[config.mk]
export PLATFORM = sky130hd
export DESIGN_NAME = synarray_sched
export DESIGN_NICKNAME = d
export VERILOG_FILES = /design/src/rtl/tinyodin_pkg.sv /design/src/rtl/synarray_sched.sv
export SDC_FILE = /design/constraint.sdc
export NUM_CORES = 1
export LEC_CHECK = 0
export ABC_CLOCK_PERIOD_IN_PS = 3300
export BUFFER_PORTS_ARGS = -buffer_cell sky130_fd_sc_hd__buf_2
export CAP_MARGIN = 20
export CORE_AREA = 3 3 89 91
export CTS_CLUSTER_DIAMETER = 200
export DETAILED_ROUTE_END_ITERATION = 12
export DIE_AREA = 0 0 92 94
export PLACE_DENSITY = 0.66
export SLEW_MARGIN = 20
export SYNTH_ARGS = -nofsm -noshare
export SYNTH_HDL_FRONTEND = slang
export SYNTH_SLANG_ARGS = --single-unit
[constraint.sdc]
create_clock -name CLK -period 3.3 [get_ports CLK]
set_input_delay 0.33 -clock CLK [delete_from_list [all_inputs] [get_ports CLK]]
set_output_delay 0.33 -clock CLK [all_outputs]
set_load 0.05 [all_outputs]
[src/rtl/tinyodin_pkg.sv]
// Shared types and geometry for the synaptic SRAM scheduler.
// No logic; constants and enums only.
package tinyodin_pkg;

  localparam int N   = 256;
  localparam int M   = 8;
  localparam int WPE = N / 8;
  localparam int WB  = $clog2(WPE);
  localparam int AW  = M + WB;

  typedef enum logic [1:0] {OWN_NONE, OWN_EVT, OWN_OBI} slot_owner_e;
  typedef enum logic {ST_IDLE, ST_RUN} sched_state_e;

endpackage

[src/rtl/synarray_sched.sv]
// Shares the synaptic SRAM between the event sequencer (32 word reads per event) and OBI.
// Latency: OBI rvalid 1 cycle after gnt; event word 0 data 2 cycles after evt grant.
// Backpressure: none on syn stream; OBI waits at most OBI_MAX_WAIT lost cycles.
module synarray_sched
  import tinyodin_pkg::*;
#(
  parameter int OBI_MAX_WAIT = 4
) (
  input  logic          CLK,
  input  logic          RST_N,
  input  logic          evt_req_i,
  input  logic [M-1:0]  evt_idx_i,
  output logic          evt_gnt_o,
  output logic          busy_o,
  output logic          syn_valid_o,
  output logic [WB-1:0] syn_word_o,
  output logic [31:0]   syn_data_o,
  output logic          evt_done_o,
  input  logic          obi_req_i,
  input  logic          obi_we_i,
  input  logic [31:0]   obi_addr_i,
  input  logic [31:0]   obi_wdata_i,
  output logic          obi_gnt_o,
  output logic          obi_rvalid_o,
  output logic [31:0]   obi_rdata_o,
  output logic          sram_cs_o,
  output logic          sram_we_o,
  output logic [AW-1:0] sram_addr_o,
  output logic [31:0]   sram_wdata_o,
  input  logic [31:0]   sram_rdata_i
);

  localparam int WCW = $clog2(OBI_MAX_WAIT + 2);
  localparam logic [WCW-1:0] WAIT_LIM = WCW'(OBI_MAX_WAIT);
  localparam logic [WB-1:0]  LAST_WORD = WB'(WPE - 1);

  sched_state_e   state;
  logic [M-1:0]   idx_q;
  logic [WB-1:0]  word_cnt;
  logic [WCW-1:0] wait_cnt;
  slot_owner_e    rsp_owner;
  logic [WB-1:0]  rsp_word;
  logic           rsp_we;

  slot_owner_e    owner;
  logic           obi_win;
  logic           obi_addr_unused;

  // Byte-lane and high address bits alias onto the SRAM word space.
  assign obi_addr_unused = ^{obi_addr_i[31:AW+2], obi_addr_i[1:0]};

  assign obi_win = obi_req_i && (state == ST_IDLE || wait_cnt == WAIT_LIM);

  always_comb begin
    owner = OWN_NONE;
    if (obi_win)               owner = OWN_OBI;
    else if (state == ST_RUN)  owner = OWN_EVT;
  end

  assign evt_gnt_o = (state == ST_IDLE);
  assign busy_o    = (state != ST_IDLE) || (rsp_owner == OWN_EVT);
  assign obi_gnt_o = (owner == OWN_OBI);

  always_comb begin
    sram_cs_o    = 1'b0;
    sram_we_o    = 1'b0;
    sram_addr_o  = '0;
    sram_wdata_o = '0;
    case (owner)
      OWN_EVT: begin
        sram_cs_o   = 1'b1;
        sram_addr_o = {idx_q, word_cnt};
      end
      OWN_OBI: begin
        sram_cs_o    = 1'b1;
        sram_we_o    = obi_we_i;
        sram_addr_o  = obi_addr_i[AW+1:2];
        sram_wdata_o = obi_wdata_i;
      end
      default: ;
    endcase
  end

  assign syn_valid_o  = (rsp_owner == OWN_EVT);
  assign syn_word_o   = syn_valid_o ? rsp_word : '0;
  assign syn_data_o   = syn_valid_o ? sram_rdata_i : '0;
  assign evt_done_o   = syn_valid_o && (rsp_word == LAST_WORD);
  assign obi_rvalid_o = (rsp_owner == OWN_OBI);
  assign obi_rdata_o  = (obi_rvalid_o && !rsp_we) ? sram_rdata_i : '0;

  always_ff @(posedge CLK or negedge RST_N) begin
    if (!RST_N) begin
      state     <= ST_IDLE;
      idx_q     <= '0;
      word_cnt  <= '0;
      wait_cnt  <= '0;
      rsp_owner <= OWN_NONE;
      rsp_word  <= '0;
      rsp_we    <= 1'b0;
    end else begin
      rsp_owner <= owner;
      rsp_word  <= word_cnt;
      rsp_we    <= obi_we_i;

      if (!obi_req_i || obi_win)
        wait_cnt <= '0;
      else if (wait_cnt != WAIT_LIM)
        wait_cnt <= wait_cnt + 1'b1;

      case (state)
        ST_IDLE: begin
          if (evt_req_i) begin
            state    <= ST_RUN;
            idx_q    <= evt_idx_i;
            word_cnt <= '0;
          end
        end
        ST_RUN: begin
          if (owner == OWN_EVT) begin
            word_cnt <= word_cnt + 1'b1;
            if (word_cnt == LAST_WORD) state <= ST_IDLE;
          end
        end
        default: state <= ST_IDLE;
      endcase
    end
  end

endmodule

-- Word level (Yosys, flattened, before mapping)
Index checks and enable logic that the tools add are counted.
- register bits: 25
- latch bits: 0
- RAM bits: 0
- ROM bits: 0
- output and inout port bits: 122
- logic and storage cells: 50
- memories kept: 0
- $add $sub $neg: 2
- multiply operators: 0
- div/mod/pow operators: 0
- $lt $le $gt $ge: 0
- equal/unequal tests: 10
- shift operators: 0
- muxes and demuxes: 18
- bitwise operators: 1
- reductions and logical operators: 12
- operator list (kind ; count):
    2-to-1 mux 32 bit ; 3
    case mux 13 bit (2 select lines) ; 1
    2-to-1 mux 5 bit ; 3
    equality test 5 bit, second input constant ; 2
    case mux 5 bit (2 select lines) ; 1
    2-to-1 mux 1 bit ; 6
    2-to-1 mux 3 bit ; 2
    adder 5 x 1 -> 5 bit, second input constant ; 1
    equality test 2 x 1 -> 1 bit, second input constant ; 2
    equality test 2 bit, second input constant ; 2
    AND reduction 2 bit ; 2
    adder 3 x 1 -> 3 bit, second input constant ; 1
    equality test 3 bit, second input constant ; 1
    logical AND 1 bit ; 3
    logical OR 1 bit ; 3
    != test 3 bit, second input constant ; 1
    zero test 1 bit ; 2
    2-to-1 mux 2 bit ; 1
    != test 2 x 1 -> 1 bit, second input constant ; 1
    != test 2 bit, second input constant ; 1
    case mux 1 bit (2 select lines) ; 1
    nonzero test 2 bit ; 1
    OR reduction 2 bit ; 1
    inverter 1 bit ; 1

-- Longest topological paths before layout
Gate-level depths: netlist of run 1.
- depth in word-level cells: 7
- depth in mapped cells: 7

-- Worst setup path before layout of run 1
Ideal clock, no wire load.
- path type: register -> output
- from: register rsp_owner[0]
- to: output obi_rdata_o[10]
- arrival time: 2008 ps
- required time: 2970 ps
- slack: 962 ps
- cell stages (with the launch flop): 5
- buffers on the path: 1
- cell sequence: dfrtp_1 -> nor2b_1 -> and2b_1 -> clkbuf_1 -> and2_1
- word-level cells in the longest chain between the ends: 3
- RTL lines (item ; RTL line ; text):
    start: declaration ; synarray_sched.sv:41 ; slot_owner_e rsp_owner;
    start signal: assignment ; synarray_sched.sv:101 ; rsp_owner <= owner;
    equality test 2 bit ; synarray_sched.sv:88 ; assign obi_rvalid_o = (rsp_owner == OWN_OBI);
    named net obi_rvalid_o ; synarray_sched.sv:24 ; output logic obi_rvalid_o,
    logical AND 1 bit ; synarray_sched.sv:89 ; assign obi_rdata_o = (obi_rvalid_o && !rsp_we) ? sram_rdata_i : '0;
    2-to-1 mux 32 bit ; synarray_sched.sv:89 ;
    end: declaration ; synarray_sched.sv:25 ; output logic [31:0] obi_rdata_o,
The timed path passes the listed nets, and every way through them passes these cells.

-- Worst setup path in the final report of run 1
- from: register wait_cnt[0]
- to: output sram_wdata_o[16]
- word-level cells in the longest chain between the ends: 6
- RTL lines (item ; RTL line ; text):
    start: declaration ; synarray_sched.sv:40 ; logic [WCW-1:0] wait_cnt;
    start signal: assignment ; synarray_sched.sv:108 ; wait_cnt <= wait_cnt + 1'b1;
    equality test 3 bit ; synarray_sched.sv:52 ; assign obi_win = obi_req_i && (state == ST_IDLE || wait_cnt == WAIT_LIM);
    logical OR 1 bit ; synarray_sched.sv:52 ;
    logical AND 1 bit ; synarray_sched.sv:52 ;
    2-to-1 mux 2 bit ; synarray_sched.sv:56 ; if (obi_win) owner = OWN_OBI;
    equality test 2 bit ; synarray_sched.sv:69 ; case (owner)
    2-to-1 mux 32 bit ; synarray_sched.sv:69 ;
    end: declaration ; synarray_sched.sv:29 ; output logic [31:0] sram_wdata_o,
Every way passes these cells.

==> flow_summary.ini, run 1 <==
[pwr]
ir_drop_mv = 0.492
p_leak_nw = 1.87
p_per_area_nw_per_um2 = 854

[yosys]
seq_area_frac_synth = 0.335
synth_nets = 340
ys_ff_latch = 25
yosysMostFrequentCell = and2_1
synth_warnings = 0
synthFlopType = dfrtp_1
yosys.area.top_type = and2_1
synth_area_leaders = and2_1 (34%), dfrtp_1 (34%), nand2_1 (6.4%), a22o_1 (6.1%), ha_1 (2.7%)
synth_cells = 227
synth_top_area_frac = 0.338
avgSynthCellArea_um2 = 8.22
synth-edff-count = 0
synth.distinct_cells = 30
synth_common_cells = and2_1 (101), nand2_1 (32), dfrtp_1 (25)
syn_area_um2 = 1870
synthArstFlopShare = 1.00

[outcome]
status = finished, final reports clean

[cts]
clk_pin_slew_ns = 0.08
cts_num_sinks = 25
cts_max_path_buffers = 2
cts_resized = 0
cts_tree = yes
h-tree-depth = 1
cts_buffers = 3
insertion_delay_ns = 0.26
cts_setup_buffers = 0
root_buffer = clkbuf_8
cts-hold-fix-buffers = 0

[drt]
dr.pass1.iters = 4
routedWlPerCell_um = 12.3
final_antenna_net_count = 0
wl_um = 6440
vias_per_cell = 4.14
via_count = 2171
drtIter0Drc = 51
drc = 0

[final_layout]
fin_nets = 540
diodes = 0
seq_area_um2 = 626
n_fill_cell = 742
multi_input_area_um2 = 1130
drive_above_1_share = 0.519
areaGrowthSynthToFinish_pct = 61.1

[setup_path]
reg2reg_from = state$_DFF_PN0_
crit_family = buffers and inverters
crit_path_start_kind = flop
cp-startpoint = wait_cnt[0]$_DFFE_PN0P_
rrSetupSlack_ns = 1.89
timing.rr.end = word_cnt[3]$_DFFE_PN0P_
path_cells = inv_1 -> ha_1 -> nand2_1 -> a21boi_2 -> buf_4 -> and2_1 -> buf_2
critPathArrivalTime_ns = 2.31
crit_type = reg2out
cpMaxStageDelayCell = a21boi_2
crit_fanout = 35
rr_worst_depth = 3
path_buf_inv = 3
end_kind = primary output
slowest_delay_ns = 0.41
crit_required_ns = 2.97

[placement]
io_buffers = 211
gp_congestion = 0.729
dp_hpwl_um = 5310

[sta]
setup_viol = 0
rsz0062_at_grt = false
maxSlewViolCount = 0
fmax_mhz = 379
hold_violations = 0
min_period_ns = 2.64
skew_ns = 0.00109
slew-limit-headroom = 0.505
worstMarginPinSlew_ns = 0.742
period_share = 0.799
fin_tns_setup_ns = 0
hold_ws_ns = 0.0354

[floorplanning]
start_util = 0.259
num_rows = 31
core_um2 = 7210
die_h_um = 94
fp.dieW_um = 92
dieArea_um2 = 8650
pin_count = 231

[grt]
track_usage = 0.136
grt_pass1_wl_um = 9820
grt_antenna_before_repair = 0
grt_pass1_vias = 2020
grt_max_degree = 40
overflow = 0

[flow_run]
drv_cap = 0

[min_path]
min_path_type = in2async
-- layout make-up --
cell class | instances | area share
well taps | 99 | 0.0412
inverters | 4 | 0.00499
clock buffers | 4 | 0.0150
flip-flops and latches | 25 | 0.208
repair buffers | 212 | 0.354
multi-input cells | 181 | 0.377
-- how the worst max path moves through the flow --
stage	end	slack, ns	cells past startpoint
6_report	sram_wdata_o[16]	0.66	7
5_1_grt	sram_addr_o[8]	0.40	7
4_1_cts	sram_addr_o[9]	0.63	7
3_5_place_dp	sram_addr_o[1]	0.94	7
3_3_place_gp	sram_addr_o[1]	0.98	7
2_1_floorplan	obi_rdata_o[10]	0.96	4
-- stage by stage --
step | util | area [um2] | power (mW) | std cells | worst slack, ns
after floorplan | - | 1870 | 2.02 | 227 | 0.962
after global placement | 0.410 | 2960 | 2.40 | 521 | 0.984
after detailed placement | 0.410 | 2960 | 2.41 | 521 | 0.936
after CTS | 0.416 | 3000 | 2.60 | 525 | 0.626
after global routing | 0.417 | 3010 | 2.73 | 525 | 0.401
final | 0.417 | 3010 | 2.57 | 525 | 0.663
-- state kept, by name, indices dropped and copies added, names as in the netlist --
name and cells:
idx_q 8, rsp_owner 2, rsp_we 1, rsp_word 5, state 1, wait_cnt 3
word_cnt 5
-- power by group --
group	switching [mW]	internal, mW
sequential	0.103	0.432
clock	0.0907	0.0862
combinational	1.38	0.475
-- routing by layer --
metal	GRT usage	part of all wire	up-vias
met1	0.159	0.40	961
met3	0.0393	0.090	2
met2	0.253	0.51	97
li1	-	-	1111
met5	0	0	-
met4	0.0149	0.0053	0
-- placed cells by master (no fill, tap or decap), drive strengths merged --
cell / n
mux2i: 4
dfrtp: 25
and4: 1
a22o: 13
nand4: 1
nor2b: 3
or2: 2
and3: 2
and2: 102
xor2: 1
buf: 212
nor3b: 1
inv: 4
nand3: 4
a21oi: 1
clkbuf: 4
nand2b: 1
a21boi: 2
ha: 4
and2b: 1
nand2: 32
nor2: 4
o21ai: 2
-- cell families after synthesis --
group                    share of synthesized area
flip-flops                                   0.335
AND/OR/NAND/NOR                              0.472
AO/OA/AOI/OAI                               0.0771
adder cells (fa/ha/maj)                     0.0268
multiplexers                                0.0214
XOR/XNOR                                   0.00469
buffers and inverters                       0.0630
No activity file was read; power rests on OpenSTA's default activity.
==> run 2: changes to the inputs <==
- ABC_CLOCK_PERIOD_IN_PS: 3300 -> 2550
- clock period: 3.3 -> 2.55 ns (I/O delays scaled with it)
==> run 2 against run 1 <==
Effect of this change: register-to-register slack got worse by 0.78 ns; global-route usage about the same; worst setup slack got worse by 0.38 ns; flip-flop and latch count did not move.
==> flow_summary.ini, run 2 (synthesis gave the netlist of run 1 again) <==
[cts]
root_buffer = clkbuf_8
cts_num_sinks = 25
h-tree-depth = 1
cts_max_path_buffers = 2
cts_buffers = 3
clk_pin_slew_ns = 0.10
insertion_delay_ns = 0.28
cts_tree = yes

[sta]
maxSlewViolCount = 0
rsz0062_at_grt = false
hold_violations = 0
min_period_ns = 2.27
skew_ns = 0.0117
setup_viol = 0
worstMarginPinSlew_ns = 0.732
period_share = 0.891
fmax_mhz = 440
slew-limit-headroom = 0.512
fin_tns_setup_ns = 0

[grt]
grt_antenna_before_repair = 0
overflow = 0
grt_max_degree = 36
met2_usage = 0.255
grt_use_met1 = 0.164
track_usage = 0.136
use_met3 = 0.0256
grt_pass1_vias = 2018
grt_pass1_wl_um = 9760
grt.busiest_layer = met2

[placement]
gp_congestion = 0.732
postPlaceCellArea_um2 = 2970
io_buffers = 211
dp_hpwl_um = 5380

[final_layout]
diodes = 0
largest_reg_flops = 8
fin_nets = 543
design_area_um2 = 3030
areaGrowthSynthToFinish_pct = 62.4
largest-register = idx_q
final_common_cell = buf_2
drive_above_1_share = 0.522
final_cell_mix = buf_2 (211), and2_1 (101), nand2_1 (32)
reg.largest.list = idx_q: 8 flops, rsp_word: 5 flops, word_cnt: 5 flops

[setup_path]
crit_required_ns = 2.30
end_kind = primary output
crit_type = reg2out
crit_path_start_kind = flop
rrSetupSlack_ns = 1.11
critPathArrivalTime_ns = 2.02
crit_fanout = 35

[drt]
wl_um = 6610
drtIter0Drc = 56
dr.pass1.iters = 4
vias_per_cell = 4.13
final_antenna_net_count = 0
drc = 0
via_count = 2178
routedWlPerCell_um = 12.5

[pwr]
p_leak_nw = 1.88
p_sw_frac = 0.615
p_sw_mw = 2.06
p_clk_frac = 0.074
sequentialPowerShare = 0.206
p_per_area_nw_per_um2 = 1110
ir_drop_mv = 0.692
comb_power_share = 0.720
p_int_mw = 1.29

[floorplanning]
core_um2 = 7210
fp.dieW_um = 92
die_h_um = 94
start_util = 0.259
num_rows = 31
pin_count = 231
dieArea_um2 = 8650

[min_path]
min_path_type = in2reg

[flow_run]
drv_cap = 0

[outcome]
status = finished, final reports clean
==> run 2: changes by cell type in the layout (fill, tap and decap cells not counted), sizes merged <==
| cell | previous run | this run |
|---|---|---|
| buf | 212 | 214 |
| clkbuf | 4 | 3 |
| clkinvlp | 0 | 1 |
| dlygate4sd3 | 0 | 1 |
==> run 2: cell type report <==
class | count | area, um2
well taps | 99 | 124
clock buffers | 3 | 41.3
flip-flops and latches | 25 | 626
inverters | 4 | 15.0
multi-input cells | 181 | 1130
repair buffers | 215 | 1090
clock inverters | 1 | 7.51
fillers | 738 | 4180
==> run 2: timing repair <==
action,4_1_cts,5_1_grt
endpoints found under the hold margin,25,0
buffers inserted,0,0
hold buffers,1,0
resized for setup,0,0
==> run 2: layer usage <==
metal / share of wire / vias to the layer above
met2: 0.52 / 94
li1: - / 1123
met3: 0.081 / 2
met4: 0.0018 / 0
met5: 0 / -
met1: 0.40 / 959
==> run 2: path summary, 6_finish.rpt <==
check / endpoint / startpoint / cells past startpoint
setup / recovery: sram_addr_o[8] / wait_cnt[0]$_DFFE_PN0P_ / 7
hold / removal: rsp_we$_DFF_PN0_ / obi_we_i / 1
setup reg to reg: word_cnt[0]$_DFFE_PN0P_ / state$_DFF_PN0_ / 3
hold reg to reg: rsp_word[4]$_DFF_PN0_ / word_cnt[4]$_DFFE_PN0P_ / 0
max in group asynchronous: word_cnt[0]$_DFFE_PN0P_ / RST_N / 2
min in group asynchronous: idx_q[0]$_DFFE_PN0P_ / RST_N / 2
==> run 2: critical path: stages (launching register included) <==
cell	delay [ns]
dfrtp_1	0.41
inv_1	0.06
ha_1	0.19
nand2_1	0.13
a21boi_2	0.18
buf_4	0.31
a22o_1	0.19
buf_2	0.26
==> run 2: stage by stage <==
| step | power [mW] | hold slack (ns) | instances | utilization | setup slack [ns] |
|---|---|---|---|---|---|
| 6_report | 3.36 | 0.0923 | 528 | 0.420 | 0.279 |
| 5_1_grt | 3.55 | 0.0850 | 528 | 0.420 | 0.136 |
| 3_3_place_gp | 3.12 | 0.273 | 523 | 0.412 | 0.640 |
| 4_1_cts | 3.39 | 0.0952 | 528 | 0.420 | 0.271 |
| 2_1_floorplan | 2.61 | -0.0406 | 227 | - | 0.287 |
| 3_5_place_dp | 3.14 | 0.287 | 523 | 0.412 | 0.585 |
==> run 2: power groups by stage <==
stage | clock, mW | combinational (mW) | sequential [mW]
4_1_cts | 0.249 | 2.45 | 0.694
2_1_floorplan | 0 | 1.96 | 0.653
3_3_place_gp | 0 | 2.42 | 0.696
3_5_place_dp | 0 | 2.44 | 0.701
5_1_grt | 0.265 | 2.57 | 0.724
6_report | 0.247 | 2.42 | 0.692
